<file path="config.mk">
export PLATFORM = sky130hd
export DESIGN_NAME = uart_rx_param
export DESIGN_NICKNAME = d
export VERILOG_FILES = /design/src/rtl/uart_rx_param.sv
export SDC_FILE = /design/constraint.sdc
export NUM_CORES = 1
export LEC_CHECK = 0
export CAP_MARGIN = 20
export CORE_MARGIN = 3
export CORE_UTILIZATION = 35
export DETAILED_ROUTE_END_ITERATION = 6
export PLACE_DENSITY_LB_ADDON = 0.2
export SLEW_MARGIN = 30
export SYNTH_ARGS = -nofsm -noshare
export SYNTH_HDL_FRONTEND = slang
export SYNTH_SLANG_ARGS = --single-unit
</file>
<file path="constraint.sdc">
create_clock -name clk_in -period 2.32 [get_ports clk_in]
set_input_delay 0.464 -clock clk_in [delete_from_list [all_inputs] [get_ports clk_in]]
set_output_delay 0.464 -clock clk_in [all_outputs]
set_load 0.01 [all_outputs]
</file>
<file path="src/rtl/uart_rx_param.sv">
// Parametrised UART receiver: 5..9 data bits, none/odd/even parity, 1-2 stop bits,
// 3-sample majority voting, error flags and a valid/ack output handshake.
module uart_rx_param #(
  parameter int CLOCK_FREQ = 50_000_000,
  parameter int UART_BAUD  = 115200,
  parameter int DATA_BITS  = 8,
  parameter int PARITY     = 0,
  parameter int STOP_BITS  = 1
) (
  input  logic                 clk_in,
  input  logic                 rst_in,
  input  logic                 uart_rx_path,
  input  logic                 uart_rx_ack,
  output logic [DATA_BITS-1:0] uart_rx_data,
  output logic                 uart_rx_valid,
  output logic                 uart_rx_done,
  output logic                 uart_rx_parity_err,
  output logic                 uart_rx_frame_err,
  output logic                 uart_rx_break,
  output logic                 uart_rx_overrun,
  output logic                 uart_rx_busy
);
  localparam int DIV = CLOCK_FREQ / UART_BAUD;
  localparam int TW  = $clog2(DIV);
  localparam int BW  = $clog2(10);
  localparam logic [TW-1:0] T_S0   = TW'(DIV/2 - 1);
  localparam logic [TW-1:0] T_S1   = TW'(DIV/2);
  localparam logic [TW-1:0] T_VOTE = TW'(DIV/2 + 1);
  localparam logic [TW-1:0] T_END  = TW'(DIV - 1);
  localparam logic [BW-1:0] B_DLAST = BW'(DATA_BITS - 1);
  localparam logic [BW-1:0] B_SLAST = BW'(STOP_BITS - 1);

  typedef enum logic [2:0] {
    IDLE = 3'd0, START = 3'd1, DATA = 3'd2, PAR = 3'd3, STOP = 3'd4, WAIT_HIGH = 3'd5
  } state_t;

  function automatic logic parity_err(input logic [DATA_BITS-1:0] d, input logic p);
    logic x;
    x = ^{d, p};
    case (PARITY)
      1:       return ~x;
      2:       return x;
      default: return 1'b0;
    endcase
  endfunction

  logic       s1_q, s2_q, prev_q;
  logic [1:0] fill_q;
  logic       rxs, fall_s;

  // prev_q stays 0 until the synchronizer holds real line samples, so a line
  // that is low at reset release is not mistaken for a start edge.
  always_ff @(posedge clk_in or posedge rst_in) begin
    if (rst_in) begin
      s1_q   <= 1'b1;
      s2_q   <= 1'b1;
      fill_q <= 2'b00;
      prev_q <= 1'b0;
    end else begin
      s1_q   <= uart_rx_path;
      s2_q   <= s1_q;
      fill_q <= {fill_q[0], 1'b1};
      prev_q <= fill_q[1] & s2_q;
    end
  end

  assign rxs    = s2_q;
  assign fall_s = prev_q & ~rxs;

  state_t               state_q, state_d;
  logic [TW-1:0]        tcnt_q, tcnt_d;
  logic [BW-1:0]        bcnt_q, bcnt_d;
  logic [DATA_BITS-1:0] sh_q, sh_d, data_q, data_d;
  logic [1:0]           v_q, v_d;
  logic par_q, par_d, fe_q, fe_d;
  logic valid_q, valid_d, done_q, done_d, perr_q, perr_d, ferr_q, ferr_d;
  logic brk_q, brk_d, ovr_q, ovr_d, busy_q, busy_d;
  logic vote_s, at_vote_s, at_end_s, complete_s, fe_now_s;

  always_ff @(posedge clk_in or posedge rst_in) begin
    if (rst_in) begin
      state_q <= IDLE;
      tcnt_q  <= '0;
      bcnt_q  <= '0;
      sh_q    <= '0;
      v_q     <= 2'b00;
      par_q   <= 1'b0;
      fe_q    <= 1'b0;
      data_q  <= '0;
      valid_q <= 1'b0;
      done_q  <= 1'b0;
      perr_q  <= 1'b0;
      ferr_q  <= 1'b0;
      brk_q   <= 1'b0;
      ovr_q   <= 1'b0;
      busy_q  <= 1'b0;
    end else begin
      state_q <= state_d;
      tcnt_q  <= tcnt_d;
      bcnt_q  <= bcnt_d;
      sh_q    <= sh_d;
      v_q     <= v_d;
      par_q   <= par_d;
      fe_q    <= fe_d;
      data_q  <= data_d;
      valid_q <= valid_d;
      done_q  <= done_d;
      perr_q  <= perr_d;
      ferr_q  <= ferr_d;
      brk_q   <= brk_d;
      ovr_q   <= ovr_d;
      busy_q  <= busy_d;
    end
  end

  assign vote_s    = (v_q[0] & v_q[1]) | (v_q[0] & rxs) | (v_q[1] & rxs);
  assign at_vote_s = (tcnt_q == T_VOTE);
  assign at_end_s  = (tcnt_q == T_END);
  assign fe_now_s  = fe_q | ~vote_s;

  always_comb begin
    state_d    = state_q;
    tcnt_d     = at_end_s ? '0 : tcnt_q + TW'(1);
    bcnt_d     = bcnt_q;
    sh_d       = sh_q;
    par_d      = par_q;
    fe_d       = fe_q;
    v_d        = v_q;
    complete_s = 1'b0;
    if (tcnt_q == T_S0)      v_d[0] = rxs;
    else if (tcnt_q == T_S1) v_d[1] = rxs;
    else                     v_d    = v_q;
    case (state_q)
      IDLE: begin
        tcnt_d = '0;
        if (fall_s) state_d = START;
        else        state_d = IDLE;
      end
      START: begin
        if (at_vote_s && vote_s) begin
          state_d = IDLE;
        end else if (at_end_s) begin
          state_d = DATA;
          bcnt_d  = '0;
          fe_d    = 1'b0;
        end else begin
          state_d = START;
        end
      end
      DATA: begin
        if (at_vote_s) sh_d = {vote_s, sh_q[DATA_BITS-1:1]};
        else           sh_d = sh_q;
        if (at_end_s) begin
          if (bcnt_q == B_DLAST) begin
            bcnt_d  = '0;
            state_d = (PARITY != 0) ? PAR : STOP;
          end else begin
            bcnt_d  = bcnt_q + BW'(1);
          end
        end else begin
          bcnt_d = bcnt_q;
        end
      end
      PAR: begin
        if (at_vote_s) par_d = vote_s;
        else           par_d = par_q;
        if (at_end_s) begin
          state_d = STOP;
          bcnt_d  = '0;
        end else begin
          state_d = PAR;
        end
      end
      STOP: begin
        // The frame completes at the last stop-bit vote, half a bit early.
        if (at_vote_s) begin
          fe_d = fe_now_s;
          if (bcnt_q == B_SLAST) begin
            complete_s = 1'b1;
            state_d    = vote_s ? IDLE : WAIT_HIGH;
          end else begin
            state_d    = STOP;
          end
        end else if (at_end_s) begin
          bcnt_d = bcnt_q + BW'(1);
        end else begin
          bcnt_d = bcnt_q;
        end
      end
      WAIT_HIGH: begin
        tcnt_d = '0;
        if (rxs) state_d = IDLE;
        else     state_d = WAIT_HIGH;
      end
      default: begin
        state_d = IDLE;
        tcnt_d  = '0;
      end
    endcase
  end

  always_comb begin
    data_d  = data_q;
    perr_d  = perr_q;
    ferr_d  = ferr_q;
    brk_d   = brk_q;
    valid_d = valid_q;
    ovr_d   = ovr_q;
    done_d  = complete_s;
    busy_d  = (state_d != IDLE);
    if (complete_s) begin
      data_d  = sh_q;
      perr_d  = parity_err(sh_q, par_q);
      ferr_d  = fe_now_s;
      brk_d   = (sh_q == '0) && ((PARITY == 0) || !par_q) && fe_now_s;
      valid_d = 1'b1;
      ovr_d   = valid_q & ~uart_rx_ack;
    end else if (valid_q && uart_rx_ack) begin
      valid_d = 1'b0;
      ovr_d   = 1'b0;
    end else begin
      valid_d = valid_q;
    end
  end

  assign uart_rx_data       = data_q;
  assign uart_rx_valid      = valid_q;
  assign uart_rx_done       = done_q;
  assign uart_rx_parity_err = perr_q;
  assign uart_rx_frame_err  = ferr_q;
  assign uart_rx_break      = brk_q;
  assign uart_rx_overrun    = ovr_q;
  assign uart_rx_busy       = busy_q;
endmodule

</file>
Word level (Yosys, flattened, before mapping)
Cells that the tools add are included.
{ "word_totals": {"output_inout_bits": 15, "reg_bits": 46, "inputBits": 4, "wordCells": 94} }
{ "op_classes": {"addsub": 2, "eq_ne": 16, "bitwise": 13, "muxes": 30, "n_reduce_logical": 15} }
{ "op_table": {"columns": ["op", "count"], "rows": [
  ["equality test 9 x 8 -> 1 bit, second input constant", 3],
  ["two-way mux 4 bit", 6],
  ["two-way mux 3 bit", 7],
  ["two-way mux 9 bit", 2],
  ["one-hot mux 3 bit (6 select lines)", 1],
  ["one-hot mux 4 bit (4 select lines)", 1],
  ["!= test 2 bit, second input constant", 6],
  ["two-way mux 1 bit", 10],
  ["adder 9 x 1 -> 9 bit, second input constant", 1],
  ["equality test 9 bit, second input constant", 1],
  ["logical NOT 8 bit", 1],
  ["bitwise AND 1 bit", 6],
  ["equality test 3 x 2 -> 1 bit, second input constant", 2],
  ["equality test 3 bit, second input constant", 2],
  ["AND reduction 5 bit", 1],
  ["adder 4 x 1 -> 4 bit, second input constant", 1],
  ["equality test 4 x 3 -> 1 bit, second input constant", 1],
  ["logical NOT 4 bit", 1],
  ["two-way mux 2 bit", 2],
  ["inverter 1 bit", 4],
  ["AND reduction 2 bit", 2],
  ["AND reduction 4 bit", 1],
  ["nonzero test 2 bit", 2],
  ["nonzero test 4 bit", 1],
  ["7 further kinds", 11]
]} }

Longest topological paths before layout
Gate-level depths: netlist (run 1).
{ "logic_depth": {"ltp_word": 8, "depth_mapped": 8, "ltp_nobuf": 7} }

Worst setup path before layout (run 1)
No wires, ideal clock.
{ "synth_path": {"kind": "reg2reg", "from": "register tcnt_q[1]", "to": "register busy_q, in the netlist uart_rx_busy", "path_stages_with_launch": 9, "synth_period_minus_slack_ns": 1.852, "setup_time_ns": 0.131, "path_slack_ns": 0.468, "t_arrival_ns": 1.720, "path_cell_list": "dfrtp_1 > inv_1 > ha_1 > and4bb_1 > and4_1 > buf_6 > o22ai_2 > a21o_1 > or3_1"} }
{ "synth_via": {"elab_chain_cells": 5, "elab_cells_between_ends": 10, "classes_between": "2 x eq/ne; 6 x mux; 2 x reduce/logical"} }
{ "synth_rtl": {"columns": ["element", "line", "text"], "rows": [
  ["start: declaration", "71", "logic [TW-1:0] tcnt_q, tcnt_d;"],
  ["start signal: assignment", "99", "tcnt_q <= tcnt_d;"],
  ["equality test 9 bit / equality test 9 x 8 -> 1 bit (equally long branches)", "118, 117", null],
  ["two-way mux 2 bit / logical AND 1 bit (equally long branches)", "142, 140", null],
  ["two-way mux 2 bit", "140", "if (at_vote_s && vote_s) begin"],
  ["one-hot mux 3 bit (6 select lines) *", "133", "case (state_q)"],
  ["net state_d[0]", "70", "state_t state_q, state_d;"],
  ["nonzero test 3 bit *", "210", "busy_d = (state_d != IDLE);"],
  ["net busy_d", "77", "logic brk_q, brk_d, ovr_q, ovr_d, busy_q, busy_d;"],
  ["end signal: assignment", "112", "busy_q <= busy_d;"],
  ["end: declaration", "77", null]
]} }
The timed path passes the listed nets; every way through them passes the cells marked *.
A chain may end at the register's enable or synchronous reset.

Worst setup path in the final report (run 1)
Same ends and word-level chain as after synthesis.

==> results.txt, run 1 <==
The run finished with clean final reports. The number of placed I/O pins came out at 19. Setup repair after global routing left no endpoint under its margin.

The logs give 53.9% for the sequential fraction of the synthesis area and 7090 µm² for the die footprint. Sequential cells account for 49.4% of the total power. The synthesized netlist net count was 198; the overall die height was 84.2 µm. At the later pin of the worst-skew pair, clock insertion delay measures 0.30 ns. The flip-flop and latch count after synthesis is 46.

Counting the buffers created by CTS gives 5. The multi-input logic area is 907 µm², and the power dissipated by switching net loads is 0.439 mW. After synthesis, the largest family of logic cells by area is simple AND/OR/NAND/NOR gates.

The run gives 0 as the number of warning messages in the yosys log. The maximum operating frequency was 482 MHz; the aggregate negative setup slack was 0 ns. The logs give 0 for the final antenna-violating net count and 0.00531 ns for the setup skew after layout. For the data arrival time of the worst path, the log shows 2.25 ns.

The final count of hold timing violations is 0. For the number of pins exceeding their max-slew limit in the final report, the log shows 0. For this block, the routed nets add up to 3.72 mm of wire. Leakage component of the power: 1.19 nW. 0 antenna diodes ended up in the layout.

The total of cells resized after clock tree synthesis was 0; the placed wire-length estimate after detailed placement was 2.61 mm. The number of clock sinks is 46. The top cell type by area accounts for 51.5% of the synthesized area.

The post-synthesis cell type with the largest combined area is dfrtp_1. In this run the power density over the cells is 732 nW/µm². Clock tree synthesis selected as its root buffer the cell clkbuf_8.

In this run, synthesis inferred 0 flip-flops with an integrated enable. The parity-gate share of the synthesized area counting xor and xnor cells works out to 3.27%. The first global-routing pass estimated 6.71 mm of wire.

Internal power comes to 1.41 mW. The initial antenna violation count was 0. The routed design could run at a clock period as short as 2.07 ns. The tools report the category of the worst setup path capture point as a flip-flop.

Before antenna repair, the detailed router went through 4 iterations. For this run the aggregate overflow at the end of global routing stands at 0. In this run the cell area of the synthesized design comes to 2140 µm². The maximum level of the CTS H-tree was 2.

The tools report the initial core utilization as 37.5%. The clock group share of total power was 39.0%. After Yosys synthesis, and, or, nand and nor cells account for 18.7% of the synthesized area. For the number of cells after detailed placement, the log shows 272. Averaged over all synthesized cells, the footprint is 11.4 µm². After synthesis, the netlist uses 48 different library cells. For this run, asynchronously set or reset flops after synthesis account for 100%. The proportion of synthesized area in mux cells is 9.94%, and the layout-stage area growth over the synthesis result is 18.0%. The last weighted congestion value of the routability-driven placer came out at 0.808. The count of mapped cells out of synthesis is 188.

In this run, post-CTS hold repair placed 0 buffers. The wire length per cell after detailed routing was 13.3 µm; the global routing usage summed across all routing layers was 11.7%. The logs give 280 for the number of standard cells in the layout, taps in and fillers out and 527 for the layout filler cell count.

The number of rows in the core area is 27, and the critical path data required time is 2.50 ns. Cells fill 44.2% of the core in the end. The critical path launch point type is a flip-flop.

The maximum fanout along the worst path is 7. Summing the areas of all fa, ha and maj instances in the mapped netlist gives 3.98% of the synthesized area. Summing over every cut layer, the via total after detailed routing is 1394. The count of buffers added on input and output ports is 17. The tools report the layout net count as 217. The net switching share of the total power is 23.7%. Among all flip-flop cells after synthesis, the most frequent one is dfrtp_1.

The floorplan step defined a core boundary enclosing 5710 µm². The run gives 0.395 mV as the highest ir drop seen on vdd. The worst path uses 89.4% of the clock period. The synthesized netlist devotes 6.20% of its cell area to compound gates. Across the whole layout, storage elements account for 1150 µm². TritonCTS built the clock tree. No sink is reached through more buffers than the 2 on the longest clock path. The tightest min-delay check is of the flip-flop to flip-flop type. Setup violations remaining at the end of the flow were counted as 0. The via density per instance was 4.98. The logs give 0 for the number of setup buffers added after CTS and 0 for the number of remaining DRC errors.

The run gives 0 as the max-cap check violation count. The via count of the first global-routing pass was 1377. Critical setup path kind: flip-flop to flip-flop. Clock-pin slew was measured on the worst setup and hold paths at 0.08 ns.

In this run, the number of DRC markers left after iteration 0 of detailed routing was 85. The smallest hold slack was 0.356 ns. In this run the horizontal extent of the chip is 84.2 µm. By area the synthesized netlist is led by dfrtp_1, mux2_2, ha_1.

The layout cell share with drive strength beyond 1 was 16.3%. Entering global routing, the biggest net connects 28 pins. The portion of total power attributed to combinational logic was 11.6%.
-- synth_stat cells, types with 3 or more instances --
cell and number:
dfrtp_1 44, mux2_2 16, nand2_1 14, nor2_1 14
inv_1 9, nand3_1 9, o21ai_0 8, ha_1 6
xor2_1 5, a21oi_1 4, nor2b_1 4, nand3b_1 3
nand4_1 3, xnor2_1 3
-- stage by stage --
| stage | instance area (µm²) | setup slack, ns | total power [mW] |
|---|---|---|---|
| after floorplan | 2140 | 0.468 | 1.07 |
| after global placement | 2380 | 0.309 | 1.15 |
| after detailed placement | 2380 | 0.251 | 1.14 |
| after CTS | 2520 | 0.235 | 1.87 |
| after global routing | 2520 | 0.157 | 1.96 |
| final | 2520 | 0.246 | 1.85 |
-- layer usage --
layer	track usage, %	vias up	share of wire [%]
met5	0	-	0
li1	-	689	-
met2	17.1	25	45
met3	3.53	7	4.5
met4	4.68	0	1.6
met1	16.2	673	49
-- flip-flops by register name, indices dropped and copies added, names as in the netlist, 2 cells and up --
| signal | count |
|---|---|
| fill_q | 2 |
| state_q | 3 |
| v_q | 2 |
| tcnt_q | 9 |
| sh_q | 8 |
| uart_rx_data | 8 |
| bcnt_q | 4 |
-- critical path, stage by stage, from the launching register on --
cell and delay, ns:
dfrtp_1 0.42, inv_1 0.11, ha_1 0.16, and4bb_1 0.21, and4_1 0.37, o32ai_1 0.15, a21o_1 0.18, or3_1 0.36
-- final timing paths --
| check | slack [ns] | depth (start not counted) | to | from |
|---|---|---|---|---|
| setup / recovery | 0.25 | 7 | uart_rx_busy | tcnt_q[1] |
| hold / removal | 0.36 | 0 | fill_q[1] | fill_q[0] |
| setup reg to reg | 0.25 | 7 | uart_rx_busy | tcnt_q[1] |
| hold reg to reg | 0.36 | 0 | fill_q[1] | fill_q[0] |
| max in group asynchronous | 1.35 | 3 | uart_rx_overrun | rst_in |
| min in group asynchronous | 0.49 | 2 | uart_rx_data[6] | rst_in |
-- final cells by class --
class	instances	share of cell area, %
sequential	46	45.7
multi-input combinational	126	35.9
timing repair buffer	19	7.83
tap	72	3.57
clock buffer	6	3.27
clock inverter	2	2.38
inverter	9	1.34
-- cell usage in the layout, fill, tap and decap left out, drive strengths merged, types with 2 or more instances in the layout --
cell,synthesis,final
a21oi,4,4
dfrtp,44,44
dfstp,2,2
buf,5,2
xnor2,3,3
and2,3,3
nand4,3,3
nor2b,4,4
nand2,14,14
nand4b,3,3
nor4,2,2
nand3b,3,3
nor3b,2,2
xor2,5,5
inv,9,9
nand3,9,9
conb,2,2
clkdlybuf4s50,0,17
o21ai,8,8
clkbuf,2,6
bufinv,0,2
nor2,14,14
ha,6,6
a31oi,2,2
a21o,2,2
mux2,18,18
and4bb,3,3
-- power by group through the flow --
stage | Sequential [mW] | Clock, mW | Combinational, mW
2_1_floorplan | 0.908 | 0 | 0.166
3_3_place_gp | 0.925 | 0 | 0.224
3_5_place_dp | 0.926 | 0 | 0.216
4_1_cts | 0.911 | 0.744 | 0.219
5_1_grt | 0.922 | 0.779 | 0.254
6_report | 0.912 | 0.720 | 0.215
-- cell families after synthesis --
kind of cell / Yosys count
DFF: 46
muxes: 19
xor gates and xnor gates: 8
and+or+nand+nor: 69
other: 2
AOI/OAI and AO/OA: 21
buffers and inverters: 16
adders and majority gates: 7
(Power assumes the default switching activity.)
==> run 2: changes to the inputs <==
--- a/config.mk
+++ b/config.mk
@@ -6,6 +6,7 @@
 export NUM_CORES = 1
 export LEC_CHECK = 0
 export CAP_MARGIN = 20
+export CORE_ASPECT_RATIO = 1.1
 export CORE_MARGIN = 3
 export CORE_UTILIZATION = 35
 export DETAILED_ROUTE_END_ITERATION = 6
==> constraint.sdc (replaced) <==
create_clock -name clk_in -period 1.7 [get_ports clk_in]
set_input_delay 0.34 -clock clk_in [delete_from_list [all_inputs] [get_ports clk_in]]
set_output_delay 0.34 -clock clk_in [all_outputs]
set_load 0.01 [all_outputs]
==> run 2 against run 1 <==
Effect of this change:
- the run now ends with negative setup slack left
- first-iteration DRC count grew 5.9%
- sequential cell count stayed put
- fmax rose by 15%
- clock skew increased by 0.0086 ns
- highest routed layer unchanged
==> results.txt, run 2 (synthesis gave the netlist of run 1 again) <==
The flow ran to the end, but the final reports show violations. The final reports fail on negative setup slack. Before antenna repair, the detailed router went through 4 iterations. For the initial core utilization, the log shows 36.6%. The placed standard-cell area came out at 2630 µm².

After detailed routing, the met2 layer carries 2.11 mm of wire. The final count of hold timing violations is 0. For the last weighted congestion value of the routability-driven placer, the log shows 0.797. The clock slew at the register clock pins of the worst setup and hold paths was 0.10 ns. The number of placed I/O pins was 19. The floorplan step set the die width to 80.5 µm. The run gives 1.37 nW as the leakage component of the power.

The run gives -0.107 ns as the worst setup margin. The tree is rooted in a clkbuf_8. Max-cap violations in this run came to 0. The run gives 968 µm² as the multi-input logic area.

Measured along the y axis, the die boundary spans 88 µm. The first global-routing pass estimated 7.13 mm of wire. Maximum operating frequency: 553 MHz. Number of remaining DRC errors: 0. VDD sags by at most 0.607 mV. Signal routing reaches up to met4. The floorplan has 29 rows. The layout cell share with drive strength beyond 1 is 32.0%. Critical setup path kind: flip-flop to flip-flop.

The maximum level of the CTS H-tree came out at 2. The clock passes through at most 2 buffers. Detailed routing placed a total of 163 µm of wire on met3. For the final non-filler cell area, the log shows 2820 µm². STA classifies the critical path startpoint as a flip-flop. The top cell types in the final layout, fill and taps aside, are dfrtp_1, buf_4, clkdlybuf4s50_1. The path class of the tightest hold or removal check is primary input to async pin. The most common cell after layout, fill and taps aside was dfrtp_1.

The worst reg2reg path endpoint is uart_rx_busy. The logs give 2.97 mm for the placed wire-length estimate after detailed placement and 7090 µm² for the die footprint. For this design the ratio of total power to cell area is 905 nW/µm². Along the worst path, the maximum fanout reaches 4.

STA classifies the critical path endpoint as a flip-flop. The number of cells on the worst reg-to-reg path is 7. The number of setup violations in the final report was 9; the number of flip-flops under the largest register name was 9. TritonCTS built the clock tree.

At the worst endpoint, the required time is 1.88 ns. The global routing usage summed across all routing layers was 13.2%; the number of hold-repair buffers added at the cts stage was 0. The number of clock sinks was 46; the antenna diode instance count was 0.

The tools report the setup skew after layout as 0.0139 ns. The worst-skew pair later-pin latency was 0.31 ns. Summed over all layers, the routed wires come to 4.14 mm. The smallest hold slack was 0.239 ns. The most critical setup path has its endpoint at uart_rx_busy. Across the whole layout, storage elements account for 1150 µm². The initial antenna violation count is 0. The count of nets left with antenna violations once routing finished came out at 0.

The timing startpoint of the critical path was tcnt_q[1]. The run gives 90 as the number of DRC markers after the initial detailed-route iteration. Counting the buffers created by CTS gives 5. Global routing finished with a remaining overflow of 0. The final critical path time including I/O delays and setup is 1.81 ns, and the data arrival time of the worst path is 1.99 ns. The tools report the via count of the first global-routing pass as 1531. The startpoint identified for the worst register-to-register timing path is tcnt_q[1].

The setup check on the worst reg-to-reg path leaves a slack of -0.11 ns. After detailed routing, the wire length on met1 is 1.81 mm. The layout has 546 filler cells.

In the routed layout, each cell is associated on average with a via count of 4.78. The wire length per cell after detailed routing is 13.0 µm. For this run, the post-layout net count is 250.

The number of pins exceeding their max-slew limit in the final report was 0. The worst path uses 106% of the clock period. Port buffering added 17 buffers. The final route contains 1520 vias. Entering global routing, the biggest net connects 33 pins. From synthesis to final layout, the design area changed by 31.6%.

Setup repair after global routing could not meet its margin everywhere. The area of the core came out at 5840 µm². Counting flops per register, the top entry is tcnt_q.
## run 2: changes by cell type in the layout (fill, tap and decap cells not counted), sizes merged
cell,delta
bufinv,-1
buf,+33
clkinvlp,+1
## run 2: how the worst min path moves through the flow
| stage | depth (start not counted) | to | slack [ns] | startpoint |
|---|---|---|---|---|
| 3_5_place_dp | 0 | fill_q[1] | 0.34 | fill_q[0] |
| 4_1_cts | 2 | tcnt_q[6] | 0.23 | rst_in |
| 3_3_place_gp | 0 | fill_q[1] | 0.33 | fill_q[0] |
| 2_1_floorplan | 0 | fill_q[1] | 0.33 | fill_q[0] |
| 6_report | 2 | tcnt_q[6] | 0.24 | rst_in |
| 5_1_grt | 2 | tcnt_q[6] | 0.24 | rst_in |
## run 2: area by class of cell
cell class	count	area share, %
Sequential cell	46	41.0
Multi-Input combinational cell	126	34.4
Timing Repair Buffer	52	16.1
Tap cell	77	3.42
Clock buffer	6	2.58
Clock inverter	2	1.33
Inverter	9	1.20
## run 2: power by group
part / switching (mW) / internal [mW] / total (mW)
combinational: 0.243 / 0.282 / 0.525
sequential: 0.0482 / 1.16 / 1.21
clock: 0.375 / 0.439 / 0.813
total: 0.666 / 1.88 / 2.55
## run 2: metrics by stage
step	std cells	power, mW	worst slack, ns	utilization (%)	setup TNS [ns]
after floorplan	188	1.49	-0.114	-	-0.432
after global placement	307	1.72	-0.0838	45.0	-0.315
after detailed placement	307	1.73	-0.153	45.0	-0.564
after CTS	317	2.57	-0.0976	47.9	-0.255
after global routing	318	2.71	-0.188	48.2	-1.13
final	318	2.55	-0.107	48.2	-0.185
## run 2: critical path, stage by stage, from the launching register on
cell and delay [ns]:
dfrtp_1 0.40, inv_2 0.08, ha_4 0.13, and4bb_1 0.21, and4_4 0.25, o32ai_2 0.09
a21o_1 0.17, or3_1 0.34
## run 2: timing repair
item | CTS | global route
setup buffers | 2 | 1
gates resized for setup | 12 | 6
pin swaps | 2 | 1
endpoints found under the setup margin | 13 | 33
## run 2: routing by layer
metal | track usage, % | up-vias
met3 | 3.40 | 6
met5 | 0 | -
met2 | 22.7 | 33
met4 | 4.61 | 0
li1 | - | 752
met1 | 16.1 | 729
